$ cat config.mk
export PLATFORM = sky130hd
export DESIGN_NAME = idli_ex_alu
export DESIGN_NICKNAME = d
export VERILOG_FILES = /design/src/rtl/idli_pkg.sv /design/src/rtl/idli_alu_slice.sv /design/src/rtl/idli_ex_alu.sv
export SDC_FILE = /design/constraint.sdc
export NUM_CORES = 1
export LEC_CHECK = 0
export ABC_AREA = 1
export CORE_MARGIN = 4
export CORE_UTILIZATION = 56
export DETAILED_ROUTE_END_ITERATION = 8
export PLACE_DENSITY = 0.88
export SETUP_SLACK_MARGIN = 0.3
export SYNTH_ARGS = -nofsm -noshare
export SYNTH_HDL_FRONTEND = slang
export SYNTH_SLANG_ARGS = --single-unit
$ cat constraint.sdc
create_clock -name i_clk -period 10.25 [get_ports i_clk]
set_clock_uncertainty 0.05 [all_clocks]
set_input_delay 1.025 -clock i_clk [delete_from_list [all_inputs] [get_ports i_clk]]
set_output_delay 1.025 -clock i_clk [all_outputs]
set_load 0.02 [all_outputs]
$ cat src/rtl/idli_pkg.sv
// Shared types for the idli core: slice/counter widths, ALU and compare
// opcodes, plus the ALU sequencing state and flag bundle.
package idli_pkg;

  // One 4b operand slice; a 16b word is carried as four slices.
  typedef logic [3:0] slice_t;

  // Slice index within a word, 0 = least significant.
  typedef logic [1:0] ctr_t;

  typedef enum logic [1:0] {
    ALU_OP_ADD = 2'd0,
    ALU_OP_AND = 2'd1,
    ALU_OP_OR  = 2'd2,
    ALU_OP_XOR = 2'd3
  } alu_op_t;

  typedef enum logic [1:0] {
    CMP_OP_EQ = 2'd0,
    CMP_OP_NE = 2'd1,
    CMP_OP_LT = 2'd2,
    CMP_OP_GE = 2'd3
  } cmp_op_t;

  // Slice-serial ALU sequencing: waiting for slice 0, or mid-word.
  typedef enum logic {
    ALU_IDLE = 1'b0,
    ALU_BUSY = 1'b1
  } alu_state_t;

  // Condition flags accumulated across the four slices of a word.
  typedef struct packed {
    logic z;
    logic c;
    logic n;
    logic v;
  } alu_flags_t;

  localparam ctr_t CTR_FIRST = 2'd0;
  localparam ctr_t CTR_LAST  = 2'd3;

  // Turn a completed flag set into a predicate bit. The unsigned "less
  // than" is borrow, i.e. no carry out of a subtract.
  function automatic logic cmp_eval(input cmp_op_t op, input logic sign,
                                    input alu_flags_t f);
    logic lt;
    lt = sign ? (f.n ^ f.v) : !f.c;
    case (op)
      CMP_OP_EQ: cmp_eval = f.z;
      CMP_OP_NE: cmp_eval = !f.z;
      CMP_OP_LT: cmp_eval = lt;
      CMP_OP_GE: cmp_eval = !lt;
      default:   cmp_eval = 1'b0;
    endcase
  endfunction

endpackage

$ cat src/rtl/idli_alu_slice.sv
// Combinational 4b ALU slice: adder with carry in/out and overflow, or a
// bitwise logic op. Carry and overflow are forced low for logic ops so the
// caller can capture them unconditionally.
module idli_alu_slice
  import idli_pkg::*;
(
  input  slice_t  lhs,
  input  slice_t  rhs,
  input  logic    inv,
  input  alu_op_t op,
  input  logic    c_in,
  output slice_t  s,
  output logic    c_out,
  output logic    v
);

  slice_t     r;
  logic [4:0] sum;

  assign r   = inv ? ~rhs : rhs;
  assign sum = {1'b0, lhs} + {1'b0, r} + {4'd0, c_in};

  // Select the slice result and its carry/overflow by opcode.
  always_comb begin
    s     = sum[3:0];
    c_out = 1'b0;
    v     = 1'b0;
    case (op)
      ALU_OP_ADD: begin
        s     = sum[3:0];
        c_out = sum[4];
        v     = (lhs[3] == r[3]) && (sum[3] != lhs[3]);
      end
      ALU_OP_AND: s = lhs & r;
      ALU_OP_OR:  s = lhs | r;
      ALU_OP_XOR: s = lhs ^ r;
      default:    s = sum[3:0];
    endcase
  end

endmodule

$ cat src/rtl/idli_ex_alu.sv
// Slice-serial ALU and compare unit. Accepts one 4b slice per cycle, LSB
// slice first, returns a registered result slice one cycle later, and on
// the final slice of a word emits a one-cycle predicate pulse.
module idli_ex_alu
  import idli_pkg::*;
(
  input  logic    i_clk,
  input  logic    i_rst,
  input  logic    i_vld,
  input  ctr_t    i_ctr,
  input  alu_op_t i_alu_op,
  input  logic    i_alu_rhs_inv,
  input  cmp_op_t i_cmp_op,
  input  logic    i_cmp_sign,
  input  slice_t  i_lhs,
  input  slice_t  i_rhs,
  output logic    o_res_vld,
  output slice_t  o_res,
  output ctr_t    o_res_ctr,
  output logic    o_pred_vld,
  output logic    o_pred
);

  // Sequencing and per-word state.
  alu_state_t state_q, state_d;
  ctr_t       exp_ctr_q, exp_ctr_d;
  logic       carry_q, carry_d;
  alu_flags_t flags_q, flags_d;

  // Controls captured on slice 0 and held for the rest of the word.
  alu_op_t    op_q, op_d;
  logic       inv_q, inv_d;
  cmp_op_t    cmp_op_q, cmp_op_d;
  logic       cmp_sign_q, cmp_sign_d;

  // Registered outputs.
  logic       res_vld_q, res_vld_d;
  slice_t     res_q, res_d;
  ctr_t       res_ctr_q, res_ctr_d;
  logic       pred_vld_q, pred_vld_d;
  logic       pred_q, pred_d;

  // Slice classification for this cycle.
  logic       start;
  logic       cont;
  logic       accept;
  logic       last;

  // Controls and carry actually applied to the current slice.
  alu_op_t    eff_op;
  logic       eff_inv;
  cmp_op_t    eff_cmp_op;
  logic       eff_cmp_sign;
  logic       eff_c_in;

  slice_t     slice_s;
  logic       slice_c_out;
  logic       slice_v;

  idli_alu_slice u_slice (
    .lhs   (i_lhs),
    .rhs   (i_rhs),
    .inv   (eff_inv),
    .op    (eff_op),
    .c_in  (eff_c_in),
    .s     (slice_s),
    .c_out (slice_c_out),
    .v     (slice_v)
  );

  // A valid slice 0 always starts a word, even if it interrupts one in
  // flight; otherwise only the expected next slice of a busy word counts.
  always_comb begin
    start  = i_vld && (i_ctr == CTR_FIRST);
    cont   = i_vld && (state_q == ALU_BUSY) && (i_ctr == exp_ctr_q) && !start;
    accept = start || cont;
    last   = cont && (i_ctr == CTR_LAST);

    eff_op       = start ? i_alu_op      : op_q;
    eff_inv      = start ? i_alu_rhs_inv : inv_q;
    eff_cmp_op   = start ? i_cmp_op      : cmp_op_q;
    eff_cmp_sign = start ? i_cmp_sign    : cmp_sign_q;
    eff_c_in     = start ? i_alu_rhs_inv : carry_q;
  end

  // Next-state for sequencing, carry/flags, held controls and outputs.
  always_comb begin
    state_d    = state_q;
    exp_ctr_d  = exp_ctr_q;
    carry_d    = carry_q;
    flags_d    = flags_q;
    op_d       = op_q;
    inv_d      = inv_q;
    cmp_op_d   = cmp_op_q;
    cmp_sign_d = cmp_sign_q;
    res_vld_d  = 1'b0;
    res_d      = res_q;
    res_ctr_d  = res_ctr_q;
    pred_vld_d = 1'b0;
    pred_d     = pred_q;

    if (start) begin
      state_d    = ALU_BUSY;
      exp_ctr_d  = CTR_FIRST + 2'd1;
      op_d       = i_alu_op;
      inv_d      = i_alu_rhs_inv;
      cmp_op_d   = i_cmp_op;
      cmp_sign_d = i_cmp_sign;
    end else if (cont) begin
      if (last) begin
        state_d = ALU_IDLE;
      end else begin
        exp_ctr_d = i_ctr + 2'd1;
      end
    end else if (i_vld && (state_q == ALU_BUSY)) begin
      // Out-of-order slice: drop the word without a predicate.
      state_d = ALU_IDLE;
    end

    if (accept) begin
      carry_d   = slice_c_out;
      flags_d.z = start ? (slice_s == 4'd0) : (flags_q.z && (slice_s == 4'd0));
      if (last) begin
        flags_d.c = slice_c_out;
        flags_d.n = slice_s[3];
        flags_d.v = slice_v;
      end
      res_vld_d = 1'b1;
      res_d     = slice_s;
      res_ctr_d = i_ctr;
    end

    if (last) begin
      pred_vld_d = 1'b1;
      pred_d     = cmp_eval(eff_cmp_op, eff_cmp_sign, flags_d);
    end
  end

  // State and output registers with synchronous reset.
  always_ff @(posedge i_clk) begin
    if (i_rst) begin
      state_q    <= ALU_IDLE;
      exp_ctr_q  <= CTR_FIRST;
      carry_q    <= 1'b0;
      flags_q    <= '0;
      op_q       <= ALU_OP_ADD;
      inv_q      <= 1'b0;
      cmp_op_q   <= CMP_OP_EQ;
      cmp_sign_q <= 1'b0;
      res_vld_q  <= 1'b0;
      res_q      <= '0;
      res_ctr_q  <= '0;
      pred_vld_q <= 1'b0;
      pred_q     <= 1'b0;
    end else begin
      state_q    <= state_d;
      exp_ctr_q  <= exp_ctr_d;
      carry_q    <= carry_d;
      flags_q    <= flags_d;
      op_q       <= op_d;
      inv_q      <= inv_d;
      cmp_op_q   <= cmp_op_d;
      cmp_sign_q <= cmp_sign_d;
      res_vld_q  <= res_vld_d;
      res_q      <= res_d;
      res_ctr_q  <= res_ctr_d;
      pred_vld_q <= pred_vld_d;
      pred_q     <= pred_d;
    end
  end

  assign o_res_vld  = res_vld_q;
  assign o_res      = res_q;
  assign o_res_ctr  = res_ctr_q;
  assign o_pred_vld = pred_vld_q;
  assign o_pred     = pred_q;

endmodule

==> results.cfg <==
[sta]
fin_setup_tns_ns = 0
worst_slew_pin_slew_ns = 0.5645
slew-limit-headroom_pct = 62.25
hold_viol_final = 0
fin_crit_sh_pct = 44.28
fmax_mhz = 220.3
setup_ws_ns = 5.712
rsz0062_at_grt = false
setup_viol = 0
fin_crit_ns = 4.538
drv_slew = 0

[pwr]
clockPowerShare_pct = 21.1
power.leakage_nw = 0.8799
p_int_mw = 0.1367
p_sw_mw = 0.06881
swShare_pct = 33.48
vdd_ir_drop_max_v = 0.0001309
seq_power_share_pct = 46.0
power_mw = 0.2055
power_density_nw_per_um2 = 111.2
power_frac_comb_pct = 32.9

[cells_and_area]
drive_gt1_share_pct = 11.07
diodes = 0
fin_area_um2 = 1848
fillCellCount = 225
syn_to_final_growth_pct = 20.67
nets = 276
instances_no_fill = 274

[yosys]
synthTopCellsByCount = 38 x nand2_1, 29 x inv_1, 27 x nor2_1, 23 x dfxtp_1, 20 x nand3_1
ys_warn_count = 0
syn_area_um2 = 1531
synth-simple-area-share_pct = 35.54
synth.most_common_cell = nand2_1
yosysSeqAreaShare_pct = 30.07
postSynthNetCount = 247
syn_avg_cell_area_um2 = 7.090
muxShareOfSynthArea_pct = 0.6536
synth_cells = 216
synthXorXnorAreaFrac_pct = 3.431
synth_area_leaders = dfxtp_1 30%, nand2_1 9.3%, ha_1 8.2%, inv_1 7.1%, nor2_1 6.6%
synth_top_family_by_area = simple AND/OR/NAND/NOR gates
synthFlopType = dfxtp_1
post_synth_fa_ha_maj_area_fraction_pct = 10.78
synth_compound_area_share_pct = 10.46
async_flop_share_pct = 0
post_synth_num_cell_types = 30
synth_top_area_cell = dfxtp_1
yosys.area.top_type_share_pct = 30.07
synth-seq-cells = 23
synth_edf_count = 0

[floorplanning]
core_area_um2 = 2545
die_w_um = 60.30
num_io_pins = 28
row_count = 18
start_util_pct = 60.18
dieArea_um2 = 3635
die_height_um = 60.30

[clocking]
h-tree-depth = 1
clkTransAtPathRegs_ns = 0.14
clk_latency_ns = 0.32
root_buffer = clkbuf_4
clock_sinks = 23
cts_buffers = 3
hold_buffers = 0
post_cts_buffers = 0
ctsResizeCount = 0
clk_path_buf_depth = 2
cts_tree = built

[critical_path]
slowest_stage = clkdlybuf4s50_1
crit_required_ns = 10.44
r2r_end = o_pred
reg2reg_from = inv_q
critPathKind = in2reg
r2r_cells = 17
worst_setup_path_start_kind = input port
cp_cell_sequence = clkdlybuf4s50_1, inv_1, ha_1, nand2_2, or2_2, o21ai_2, xnor2_1, inv_1, fa_1, fa_1, xnor2_1, nand3_1, nand4_1, nor2_1, nand2_1, nand2_1, nand2_2, nand2_2, nand3_1, nand2_1, nor2_1, nor2_1
path_max_fanout = 14
cp_slowest_stage_delay_ns = 0.49
r2r_slack_ns = 7.37
worst_ep_arrival_time_ns = 4.72
critPathCaptureType = register

[global_routing]
grt_max_degree = 16
grt_pass1_vias = 1273
grt_pass1_wl_um = 5319
track_usage_pct = 19.12
antenna_found_initial = 0
grt_overflow = 0

[drt]
drt-total-wl_um = 3232
drtIter0Drc = 41
firstDrtPassIters = 5
drcViolationCount = 0
antenna_left = 0
wl_per_cell_um = 11.80
num_vias = 1432
viasPerCell = 5.226

[min_path]
worst_hold_path_type = reg2reg
hold_start = state_q
hold_path_depth = 2
hold_end = state_q

[placed_design]
placed_area_um2 = 1821
place_inst = 270
post-dp-hpwl_um = 2565
pre_cts_slack_ns = 5.366
place_congestion = 0.9086
port_buffers = 27

[job]
cap_violations = 0

[outcome]
outcome = finished clean
## cell families (layout without fill, tap and decap cells)
kind of cell    Yosys count  after routing
simple gates            110            110
buf+inv                  35             63
compound gates           29             29
flops                    23             23
fa+ha+maj                12             12
xor+xnor                  6              6
mux                       1              1
## worst max-delay path, delay by kind of cell
family / cells / cell delay (ns)
buf+inv: 3 / 0.70
compound gates: 1 / 0.15
xor+xnor: 2 / 0.34
simple gates: 13 / 1.40
fa+ha+maj: 3 / 1.09
## layer usage
metal / up-vias / GRT usage [%] / share of wire (%)
met3: 2 / 4.320 / 6.5
met1: 646 / 23.56 / 44
li1: 741 / - / -
met5: - / 0 / 0
met2: 43 / 33.02 / 49
met4: 0 / 5.380 / 0.53
## placed cells by master (no fill, tap or decap)
cell type	synthesis	final
nand3b_1	4	4
ha_1	10	10
nand2_2	6	6
o21ai_1	2	2
o21ai_2	1	1
xnor2_1	5	5
dfxtp_1	23	23
a21oi_2	1	1
nand4_4	1	1
xor2_1	1	1
nand4_1	3	3
fa_1	2	2
nor2_1	27	27
inv_2	3	3
nand2_4	3	3
o21ai_0	12	12
nand3_2	1	1
nand3_1	20	20
inv_1	29	29
o21bai_1	1	1
clkinv_2	0	1
clkdlybuf4s50_1	0	27
or2_2	4	4
nand2_1	38	38
a211oi_1	1	1
clkbuf_4	0	3
nor2_4	1	1
nor2_2	2	2
mux2i_1	1	1
o211ai_1	1	1
a21oi_1	10	10
## layout make-up
type / instances / area (µm²) / share of cell area (%)
tap: 30 / 37.54 / 2.031
timing repair buffer: 27 / 270.3 / 14.62
clock buffer: 3 / 22.52 / 1.219
sequential: 23 / 460.4 / 24.92
inverter: 32 / 120.1 / 6.500
clock inverter: 1 / 5.005 / 0.2708
multi-input combinational: 158 / 932.1 / 50.44
## flip-flops by register name (all words and copies together), names as in the netlist
signal	flops
o_res_vld	1
carry_q	1
state_q	1
o_pred	1
op_q	2
flags_q	4
o_pred_vld	1
cmp_sign_q	1
o_res	4
exp_ctr_q	2
o_res_ctr	2
inv_q	1
cmp_op_q	2
## metrics by stage
| stage | hold slack, ns | utilization [%] |
|---|---|---|
| 2_1_floorplan | 0.3830 | - |
| 3_3_place_gp | 0.3980 | 71.53 |
| 3_5_place_dp | 0.4017 | 71.53 |
| 4_1_cts | 0.4217 | 72.62 |
| 5_1_grt | 0.4325 | 72.62 |
| 6_report | 0.4223 | 72.62 |
## power by group through the flow
stage | registers, mW | logic (mW) | clock network (mW)
final | 0.0946 | 0.0675 | 0.0434
after detailed placement | 0.0966 | 0.0674 | 0
after CTS | 0.0946 | 0.0677 | 0.0437
after floorplan | 0.0983 | 0.0449 | 0
after global routing | 0.0950 | 0.0761 | 0.0469
after global placement | 0.0965 | 0.0664 | 0
## how the worst max path moves through the flow
stage               startpoint  endpoint  slack, ns  cells after the start
floorplan             i_ctr[1]    o_pred       6.23                     21
finish                i_ctr[1]    o_pred       5.71                     22
CTS                   i_ctr[1]    o_pred       5.71                     21
global placement      i_ctr[1]    o_pred       5.43                     21
detailed placement    i_ctr[1]    o_pred       5.37                     21
global route          i_ctr[1]    o_pred       5.39                     21
Power figures use the tool's default switching activity.
